--- config.mk ---
export PLATFORM = sky130hd
export DESIGN_NAME = digit_column_scanner
export DESIGN_NICKNAME = d
export VERILOG_FILES = /design/src/rtl/digit_column_scanner_pkg.sv /design/src/rtl/digit_column_scanner.sv
export SDC_FILE = /design/constraint.sdc
export NUM_CORES = 1
export LEC_CHECK = 0
export ABC_AREA = 1
export CAP_MARGIN = 20
export CELL_PAD_IN_SITES_DETAIL_PLACEMENT = 0
export CELL_PAD_IN_SITES_GLOBAL_PLACEMENT = 2
export CORE_ASPECT_RATIO = 0.75
export CORE_MARGIN = 2
export CORE_UTILIZATION = 30
export DETAILED_ROUTE_END_ITERATION = 7
export GPL_TIMING_DRIVEN = 0
export PLACE_DENSITY_LB_ADDON = 0.05
export SYNTH_ARGS = -nofsm -noshare
export SYNTH_HDL_FRONTEND = slang
export SYNTH_SLANG_ARGS = --single-unit
--- constraint.sdc ---
create_clock -name clk -period 4.26 [get_ports clk]
set_input_delay 0.639 -clock clk [delete_from_list [all_inputs] [get_ports clk]]
set_output_delay 0.639 -clock clk [all_outputs]
set_load 0.02 [all_outputs]
--- src/rtl/digit_column_scanner_pkg.sv ---
// rtl/digit_column_scanner_pkg.sv - types and constants shared by the scanner and the 7-seg decoder
package digit_column_scanner_pkg;

    localparam int SEG_W      = 7;
    localparam int CHAR_WIDTH = 21;
    localparam int NUM_PAGES  = 4;

    typedef logic [SEG_W-1:0] Segments;

    typedef enum logic [1:0] {
        IDLE  = 2'd0,
        RUN   = 2'd1,
        DRAIN = 2'd2
    } state_t;

endpackage

--- src/rtl/digit_column_scanner.sv ---
// rtl/digit_column_scanner.sv - walks page/digit/column through the 7-seg decoder into a byte stream
module digit_column_scanner
    import digit_column_scanner_pkg::*;
#(
    parameter int NUM_DIGITS    = 6,
    parameter int DISPLAY_WIDTH = 128
) (
    input  logic                        clk,
    input  logic                        reset,
    input  logic                        start,
    input  logic [NUM_DIGITS*SEG_W-1:0] digits_in,
    output logic [SEG_W-1:0]            seg_to_dec,
    output logic [4:0]                  index_x,
    output logic [1:0]                  index_y,
    input  logic [7:0]                  pixels_column,
    output logic [7:0]                  out_data,
    output logic                        out_valid,
    input  logic                        out_ready,
    output logic                        out_first,
    output logic                        out_last,
    output logic [1:0]                  out_page,
    output logic                        busy,
    output logic                        done
);

    localparam int COL_W      = $clog2(CHAR_WIDTH);
    localparam int PAGE_W     = $clog2(NUM_PAGES);
    localparam int DIG_W      = (NUM_DIGITS > 1) ? $clog2(NUM_DIGITS) : 1;
    localparam int PAD_W      = $clog2(DISPLAY_WIDTH);
    localparam int DIGIT_COLS = NUM_DIGITS * CHAR_WIDTH;
    localparam bit HAS_PAD    = (DIGIT_COLS < DISPLAY_WIDTH);

    localparam logic [COL_W-1:0]  COL_LAST  = COL_W'(CHAR_WIDTH - 1);
    localparam logic [DIG_W-1:0]  DIG_LAST  = DIG_W'(NUM_DIGITS - 1);
    localparam logic [PAD_W-1:0]  PAD_FIRST = PAD_W'(DIGIT_COLS);
    localparam logic [PAD_W-1:0]  PAD_LAST  = PAD_W'(DISPLAY_WIDTH - 1);
    localparam logic [PAGE_W-1:0] PAGE_LAST = PAGE_W'(NUM_PAGES - 1);

    state_t                              r_state;
    state_t                              w_state_nx;
    logic [NUM_DIGITS-1:0][SEG_W-1:0]    r_snap;
    logic [PAGE_W-1:0]                   r_page;
    logic [DIG_W-1:0]                    r_digit;
    logic [COL_W-1:0]                    r_col;
    logic [PAD_W-1:0]                    r_pad;
    logic                                r_in_pad;
    logic                                r_armed;
    logic [7:0]                          r_data;
    logic                                r_valid;
    logic                                r_first;
    logic                                r_last;
    logic [1:0]                          r_opage;
    logic                                r_done;

    logic w_accept;
    logic w_load;
    logic w_fin;
    logic w_pos_last;
    logic w_at_end;
    logic w_col0;

    assign w_pos_last = HAS_PAD ? (r_in_pad && (r_pad == PAD_LAST))
                                : (!r_in_pad && (r_digit == DIG_LAST) && (r_col == COL_LAST));
    assign w_at_end   = (r_page == PAGE_LAST) && w_pos_last;
    assign w_col0     = !r_in_pad && (r_digit == '0) && (r_col == '0);

    always_ff @(posedge clk or posedge reset) begin
        if (reset) begin
            r_state <= IDLE;
        end else begin
            r_state <= w_state_nx;
        end
    end

    // The cycle right after done still reads as IDLE but must not start a new frame.
    always_comb begin
        w_state_nx = r_state;
        w_accept   = 1'b0;
        w_load     = 1'b0;
        w_fin      = 1'b0;
        case (r_state)
            IDLE: begin
                if (start && !r_done) begin
                    w_accept   = 1'b1;
                    w_state_nx = RUN;
                end
            end
            RUN: begin
                if (r_armed && (!r_valid || out_ready)) begin
                    w_load = 1'b1;
                    if (w_at_end) begin
                        w_state_nx = DRAIN;
                    end
                end
            end
            DRAIN: begin
                if (r_valid && out_ready) begin
                    w_fin      = 1'b1;
                    w_state_nx = IDLE;
                end
            end
            default: w_state_nx = IDLE;
        endcase
    end

    always_ff @(posedge clk or posedge reset) begin
        if (reset) begin
            r_snap   <= '0;
            r_page   <= '0;
            r_digit  <= '0;
            r_col    <= '0;
            r_pad    <= '0;
            r_in_pad <= 1'b0;
            r_armed  <= 1'b0;
            r_data   <= 8'h00;
            r_valid  <= 1'b0;
            r_first  <= 1'b0;
            r_last   <= 1'b0;
            r_opage  <= '0;
            r_done   <= 1'b0;
        end else begin
            r_done <= w_fin;
            if (w_accept) begin
                r_snap   <= digits_in;
                r_page   <= '0;
                r_digit  <= '0;
                r_col    <= '0;
                r_pad    <= '0;
                r_in_pad <= 1'b0;
                r_armed  <= 1'b0;
            end else if (r_state == RUN && !r_armed) begin
                // One settle cycle so the decoder sees the fresh snapshot before the first load.
                r_armed <= 1'b1;
            end
            if (w_load) begin
                r_data  <= r_in_pad ? 8'h00 : pixels_column;
                r_valid <= 1'b1;
                r_first <= w_col0;
                r_last  <= w_at_end;
                r_opage <= r_page;
                if (!w_at_end) begin
                    if (r_in_pad) begin
                        if (r_pad == PAD_LAST) begin
                            r_in_pad <= 1'b0;
                            r_pad    <= '0;
                            r_page   <= r_page + PAGE_W'(1);
                        end else begin
                            r_pad <= r_pad + PAD_W'(1);
                        end
                    end else if (r_col == COL_LAST) begin
                        r_col <= '0;
                        if (r_digit == DIG_LAST) begin
                            r_digit <= '0;
                            if (HAS_PAD) begin
                                r_in_pad <= 1'b1;
                                r_pad    <= PAD_FIRST;
                            end else begin
                                r_page <= r_page + PAGE_W'(1);
                            end
                        end else begin
                            r_digit <= r_digit + DIG_W'(1);
                        end
                    end else begin
                        r_col <= r_col + COL_W'(1);
                    end
                end
            end
            if (w_fin) begin
                r_valid <= 1'b0;
                r_first <= 1'b0;
                r_last  <= 1'b0;
            end
        end
    end

    assign seg_to_dec = ((r_state != IDLE) && !r_in_pad) ? r_snap[r_digit] : '0;
    assign index_x    = r_col;
    assign index_y    = r_page;
    assign out_data   = r_data;
    assign out_valid  = r_valid;
    assign out_first  = r_first;
    assign out_last   = r_last;
    assign out_page   = r_opage;
    assign busy       = (r_state != IDLE);
    assign done       = r_done;

endmodule

After elaboration in Yosys (flattened, before gate mapping)
Index checks and enable logic that the tools add are counted.
{"block": "totals", "ff_bits": 77, "output_inout_bits": 29}
{"block": "op_classes", "addsub": 4, "muxes": 53, "reduce_logical": 21, "n_lt_le_gt_ge": 1, "n_eq_ne": 10}
{"cell": "7-bit 2-to-1 mux", "n": 9}
{"cell": "5-bit 2-to-1 mux", "n": 5}
{"cell": "7-bit binary-select mux with 3-bit select", "n": 1}
{"cell": "1-bit 2-to-1 mux", "n": 21}
{"cell": "2-bit 2-to-1 mux", "n": 9}
{"cell": "3-bit 2-to-1 mux", "n": 6}
{"cell": "1-bit logical AND", "n": 9}
{"cell": "8-bit 2-to-1 mux", "n": 1}
{"cell": "2-bit != test (second input constant)", "n": 4}
{"cell": "7-bit by 1-bit adder with 7-bit output (second input constant)", "n": 1}
{"cell": "7-bit equality test (second input constant)", "n": 1}
{"cell": "2-bit one-hot mux with 3 select lines", "n": 1}
{"cell": "2-bit nonzero test", "n": 3}
{"cell": "5-bit by 1-bit adder with 5-bit output (second input constant)", "n": 1}
{"cell": "5-bit equality test (second input constant)", "n": 1}
{"cell": "5-bit logical NOT", "n": 1}
{"cell": "2-bit equality test (second input constant)", "n": 2}
{"cell": "1-bit logical NOT", "n": 4}
{"cell": "3-bit by 4-bit less-than comparator with 1-bit output (second input constant)", "n": 1}
{"cell": "4-bit AND reduction", "n": 1}
{"cell": "3-bit by 1-bit adder with 3-bit output (second input constant)", "n": 1}
{"cell": "3-bit equality test (second input constant)", "n": 1}
{"cell": "3-bit logical NOT", "n": 1}
{"cell": "2-bit by 1-bit adder with 2-bit output (second input constant)", "n": 1}
{"cell": "3 further kinds", "n": 3}

Logic depth before layout (Yosys ltp)
{"block": "depth", "word_depth": 10, "depth_mapped": 10}

Worst setup path before layout
Ideal clock, no wire load.
{"block": "synth_timing", "path_kind": "reg-to-output", "startpoint": "register r_digit[0]", "endpoint": "output seg_to_dec[5]", "path_stages_with_launch": 8, "path_buffers": 2, "setup_slack_ns": 2.278, "t_arrival_ns": 1.343, "path_cell_list": "dfrtp_1 > buf_4 > nor2_1 > buf_2 > nand2_1 > o21ai_0 > o21ai_1 > a31oi_1"}
{"block": "synth_between", "elab_chain_len": 3}
{"item": "start: declaration", "line_no": "digit_column_scanner.sv:43", "source": "logic [DIG_W-1:0] r_digit;"}
{"item": "start signal: assignment", "line_no": "digit_column_scanner.sv:161", "source": "r_digit <= r_digit + DIG_W'(1);"}
{"item": "7-bit binary-select mux with 3-bit select", "line_no": "digit_column_scanner.sv:176", "source": "assign seg_to_dec = ((r_state != IDLE) && !r_in_pad) ? r_snap[r_digit] : '0;"}
{"item": "7-bit 2-to-1 mux (not written as such)", "line_no": "digit_column_scanner.sv:176"}
{"item": "7-bit 2-to-1 mux", "line_no": "digit_column_scanner.sv:176"}
{"item": "end: declaration", "line_no": "digit_column_scanner.sv:12", "source": "output logic [SEG_W-1:0] seg_to_dec,"}
Every way passes these cells. The select of a mux whose other input is x is not followed.

Worst setup path in the final report
{"block": "layout_timing", "startpoint": "register r_digit[0]", "endpoint": "output seg_to_dec[2]"}
Same word-level chain as after synthesis.

==> load_flow_metrics.sql <==
INSERT INTO impl_metrics (metric_group, metric, value, unit) VALUES
('status', 'status', 'finished clean', ''),
('setup_path', 'critical_path.cell_chain', 'buf_4 -> inv_1 -> nor2_1 -> nand2_1 -> nand4_1 -> nand2_1 -> a21oi_1 -> clkdlybuf4s50_1', ''),
('sta', 'hold_violations', '0', ''),
('setup_path', 'timing.reg2reg.worst_path_depth', '9', ''),
('clocking', 'tritoncts', 'yes', ''),
('final_layout', 'finish.net_count', '615', ''),
('power_and_ir_drop', 'power.static_leakage', '2.49', 'nW'),
('sta', 'worst-slew-pin-transition', '0.554', 'ns'),
('routing', 'drt_first_iter_violations', '151', ''),
('synth', 'synthCells', '463', ''),
('die', 'ioPinCount', '83', ''),
('sta', 'rsz_0062_raised_after_global_routing', 'false', ''),
('die', 'die_width', '133', 'um'),
('synth', 'count_of_different_cell_masters_after_synthesis', '34', ''),
('final_layout', 'final_area', '5140', 'sq um'),
('final_layout', 'layout.core_utilization', '0.420', ''),
('sta', 'layout_setup_ws', '1.17', 'ns'),
('sta', 'max_freq', '323', 'MHz'),
('clocking', 'cts.htree.levels', '3', ''),
('final_layout', 'layout.filler_cells', '1258', ''),
('final_layout', 'layout-drive-gt1-share', '0.0996', ''),
('sta', 'whs', '0.477', 'ns'),
('grt', 'gr-usage-all-layers', '0.174', ''),
('setup_path', 'cp_data_required_time', '3.62', 'ns'),
('min_path', 'worstHoldStart', 'r_snap[36]', ''),
('synth', 'synth.yosys.seq_area_share', '0.516', ''),
('setup_path', 'critPathTopFamily', 'buffers and inverters', ''),
('grt', 'global_route_wire_length_before_repair', '17.9', 'mm'),
('final_layout', 'area_growth', '37.5', '%'),
('synth', 'synth_seq_cells', '77', ''),
('grt', 'grt.met3_usage', '0.0417', ''),
('sta', 'drv_slew', '0', ''),
('setup_path', 'timing.critical_path.slowest_stage_cell', 'sky130_fd_sc_hd__clkdlybuf4s50_1', ''),
('setup_path', 'cpPeakStageDelay', '0.65', 'ns'),
('routing', 'viasPerCell', '4.57', ''),
('grt', 'gr-usage-met2', '0.238', ''),
('synth', 'synth_area_per_cell', '8.07', 'sq um'),
('sta', 'totalNegativeSetupSlack', '0', 'ns'),
('routing', 'post_drt_wl_per_cell', '14.7', 'um'),
('setup_path', 'startpoint_type', 'flop', ''),
('final_layout', 'layout_commonest_cell', 'sky130_fd_sc_hd__nand2_1', ''),
('flow_run', 'maxCapViolations', '0', ''),
('setup_path', 'worstSetupPathType', 'flop to output port', ''),
('min_path', 'min_delay_path_depth', '2', ''),
('sta', 'setup_viol_count_final', '0', ''),
('clocking', 'cts.reportedPaths.clkPinSlew', '0.06', 'ns'),
('final_layout', 'multi_input_area', '1560', 'sq um'),
('synth', 'nets_in_the_synthesized_netlist', '521', ''),
('clocking', 'clk_root_buffer_cell', 'sky130_fd_sc_hd__clkbuf_16', ''),
('routing', 'drc_violations', '0', ''),
('routing', 'drt_pass1_iterations', '4', ''),
('final_layout', 'seqCellArea', '1930', 'sq um'),
('setup_path', 'worstPathMaxFanout', '8', ''),
('setup_path', 'worst_setup_path_end_kind', 'output port', ''),
('clocking', 'cts.repair.resized', '0', ''),
('grt', 'first_global_vias', '3283', ''),
('grt', 'grt_busiest_layer', 'met1', ''),
('final_layout', 'layout.cells.most_common_list', 'sky130_fd_sc_hd__nand2_1, sky130_fd_sc_hd__clkdlybuf4s50_1, sky130_fd_sc_hd__dfrtp_1', ''),
('clocking', 'postCtsSetupRepairBufs', '0', ''),
('min_path', 'classification_of_the_worst_slack_hold_path', 'flop to flop', ''),
('clocking', 'cts.path.max_buffers', '2', ''),
('placement', 'dp_hpwl', '7.81', 'mm'),
('sta', 'worst_clock_skew', '0.00606', 'ns'),
('final_layout', 'fin_cells', '728', ''),
('power_and_ir_drop', 'fin_total_pwr', '2.65', 'mW'),
('grt', 'grt_max_degree', '47', ''),
('setup_path', 'cp_common_cell', 'sky130_fd_sc_hd__nand2_1', ''),
('clocking', 'cts.hold.buffers_added', '0', ''),
('routing', 'routed-via-count', '3324', ''),
('setup_path', 'worst_r2r_endpoint', 'r_pad[0]', ''),
('die', 'core', '12200', 'sq um');
## power breakdown
group          total, mW  internal [mW]  switching (mW)
logic              0.719          0.335           0.384
registers           1.04          0.920           0.120
clock network      0.890          0.588           0.302
## worst min-delay path, cell delays in order, from the launching register on
cell and delay (ns):
sky130_fd_sc_hd__dfrtp_1 0.34, sky130_fd_sc_hd__nand2_1 0.05, sky130_fd_sc_hd__nand2_1 0.05
## logic make-up (layout without fill, tap and decap cells)
family          count (synthesis)  after routing  synth area share
compound gates                 54             54            0.0908
simple gates                  272            272             0.308
fa+ha+maj                       4              4            0.0134
xor+xnor                        2              2           0.00469
buf+inv                        54            153            0.0676
flops                          77             77             0.516
## worst max-delay path by stage
stage | to | slack (ns) | startpoint
floorplan | done | 1.65 | reset
global route | seg_to_dec[2] | 0.91 | r_digit[0]
CTS | seg_to_dec[1] | 1.14 | r_digit[1]
detailed placement | seg_to_dec[3] | 1.52 | r_digit[1]
global placement | r_snap[31] | 0.07 | reset
finish | seg_to_dec[2] | 1.17 | r_digit[0]
## layer usage
metal  vias up  share of wire
met5         -              0
li1       1686              -
met3         4          0.044
met2        73           0.40
met1      1561           0.55
met4         0         0.0045
## synth_stat cells
| cell | count | share of area |
|---|---|---|
| sky130_fd_sc_hd__nand2_1 | 213 | 0.21 |
| sky130_fd_sc_hd__dfrtp_1 | 77 | 0.52 |
| sky130_fd_sc_hd__inv_1 | 30 | 0.030 |
| sky130_fd_sc_hd__nand3_1 | 25 | 0.033 |
| sky130_fd_sc_hd__o21ai_0 | 15 | 0.020 |
| sky130_fd_sc_hd__buf_2 | 12 | 0.016 |
| sky130_fd_sc_hd__nor2_1 | 10 | 0.010 |
| sky130_fd_sc_hd__nand4_1 | 9 | 0.015 |
| sky130_fd_sc_hd__a21oi_1 | 8 | 0.011 |
| sky130_fd_sc_hd__a22o_1 | 8 | 0.019 |
| sky130_fd_sc_hd__inv_2 | 6 | 0.0060 |
| sky130_fd_sc_hd__o21ai_1 | 6 | 0.0080 |
| sky130_fd_sc_hd__o22ai_1 | 5 | 0.0084 |
| sky130_fd_sc_hd__a22oi_1 | 4 | 0.0080 |
| sky130_fd_sc_hd__ha_1 | 4 | 0.013 |
| sky130_fd_sc_hd__nand3_2 | 4 | 0.011 |
| sky130_fd_sc_hd__nor2_2 | 4 | 0.0067 |
| sky130_fd_sc_hd__buf_6 | 3 | 0.0090 |
| sky130_fd_sc_hd__buf_4 | 2 | 0.0040 |
| sky130_fd_sc_hd__nand2_2 | 2 | 0.0033 |
| sky130_fd_sc_hd__nor2_4 | 2 | 0.0060 |
| sky130_fd_sc_hd__o31ai_1 | 2 | 0.0040 |
| sky130_fd_sc_hd__a211oi_1 | 1 | 0.0020 |
| sky130_fd_sc_hd__a31o_2 | 1 | 0.0023 |
| sky130_fd_sc_hd__a31oi_1 | 1 | 0.0017 |
| sky130_fd_sc_hd__a32oi_1 | 1 | 0.0023 |
| sky130_fd_sc_hd__clkinv_4 | 1 | 0.0023 |
| sky130_fd_sc_hd__nand3_4 | 1 | 0.0047 |
| sky130_fd_sc_hd__nor3b_1 | 1 | 0.0020 |
| sky130_fd_sc_hd__o211ai_1 | 1 | 0.0020 |
| sky130_fd_sc_hd__o21ai_2 | 1 | 0.0023 |
| sky130_fd_sc_hd__or2_2 | 1 | 0.0017 |
| sky130_fd_sc_hd__xnor2_1 | 1 | 0.0023 |
| sky130_fd_sc_hd__xor2_1 | 1 | 0.0023 |
## state kept, by name (all words and copies together) (netlist names), 2 cells and up
signal    count
r_snap       42
out_data      8
r_pad         7
index_x       5
r_digit       3
index_y       2
out_page      2
r_state       2
## final cells by class
type                            instances  area share
Sequential cell                        77       0.375
Multi-Input combinational cell        332       0.303
Timing Repair Buffer                   83       0.165
Clock buffer                           12      0.0480
Tap cell                              166      0.0404
Inverter                               37      0.0285
Buffer                                 17      0.0212
Clock inverter                          4      0.0185
No activity file was read; power rests on OpenSTA's default activity.
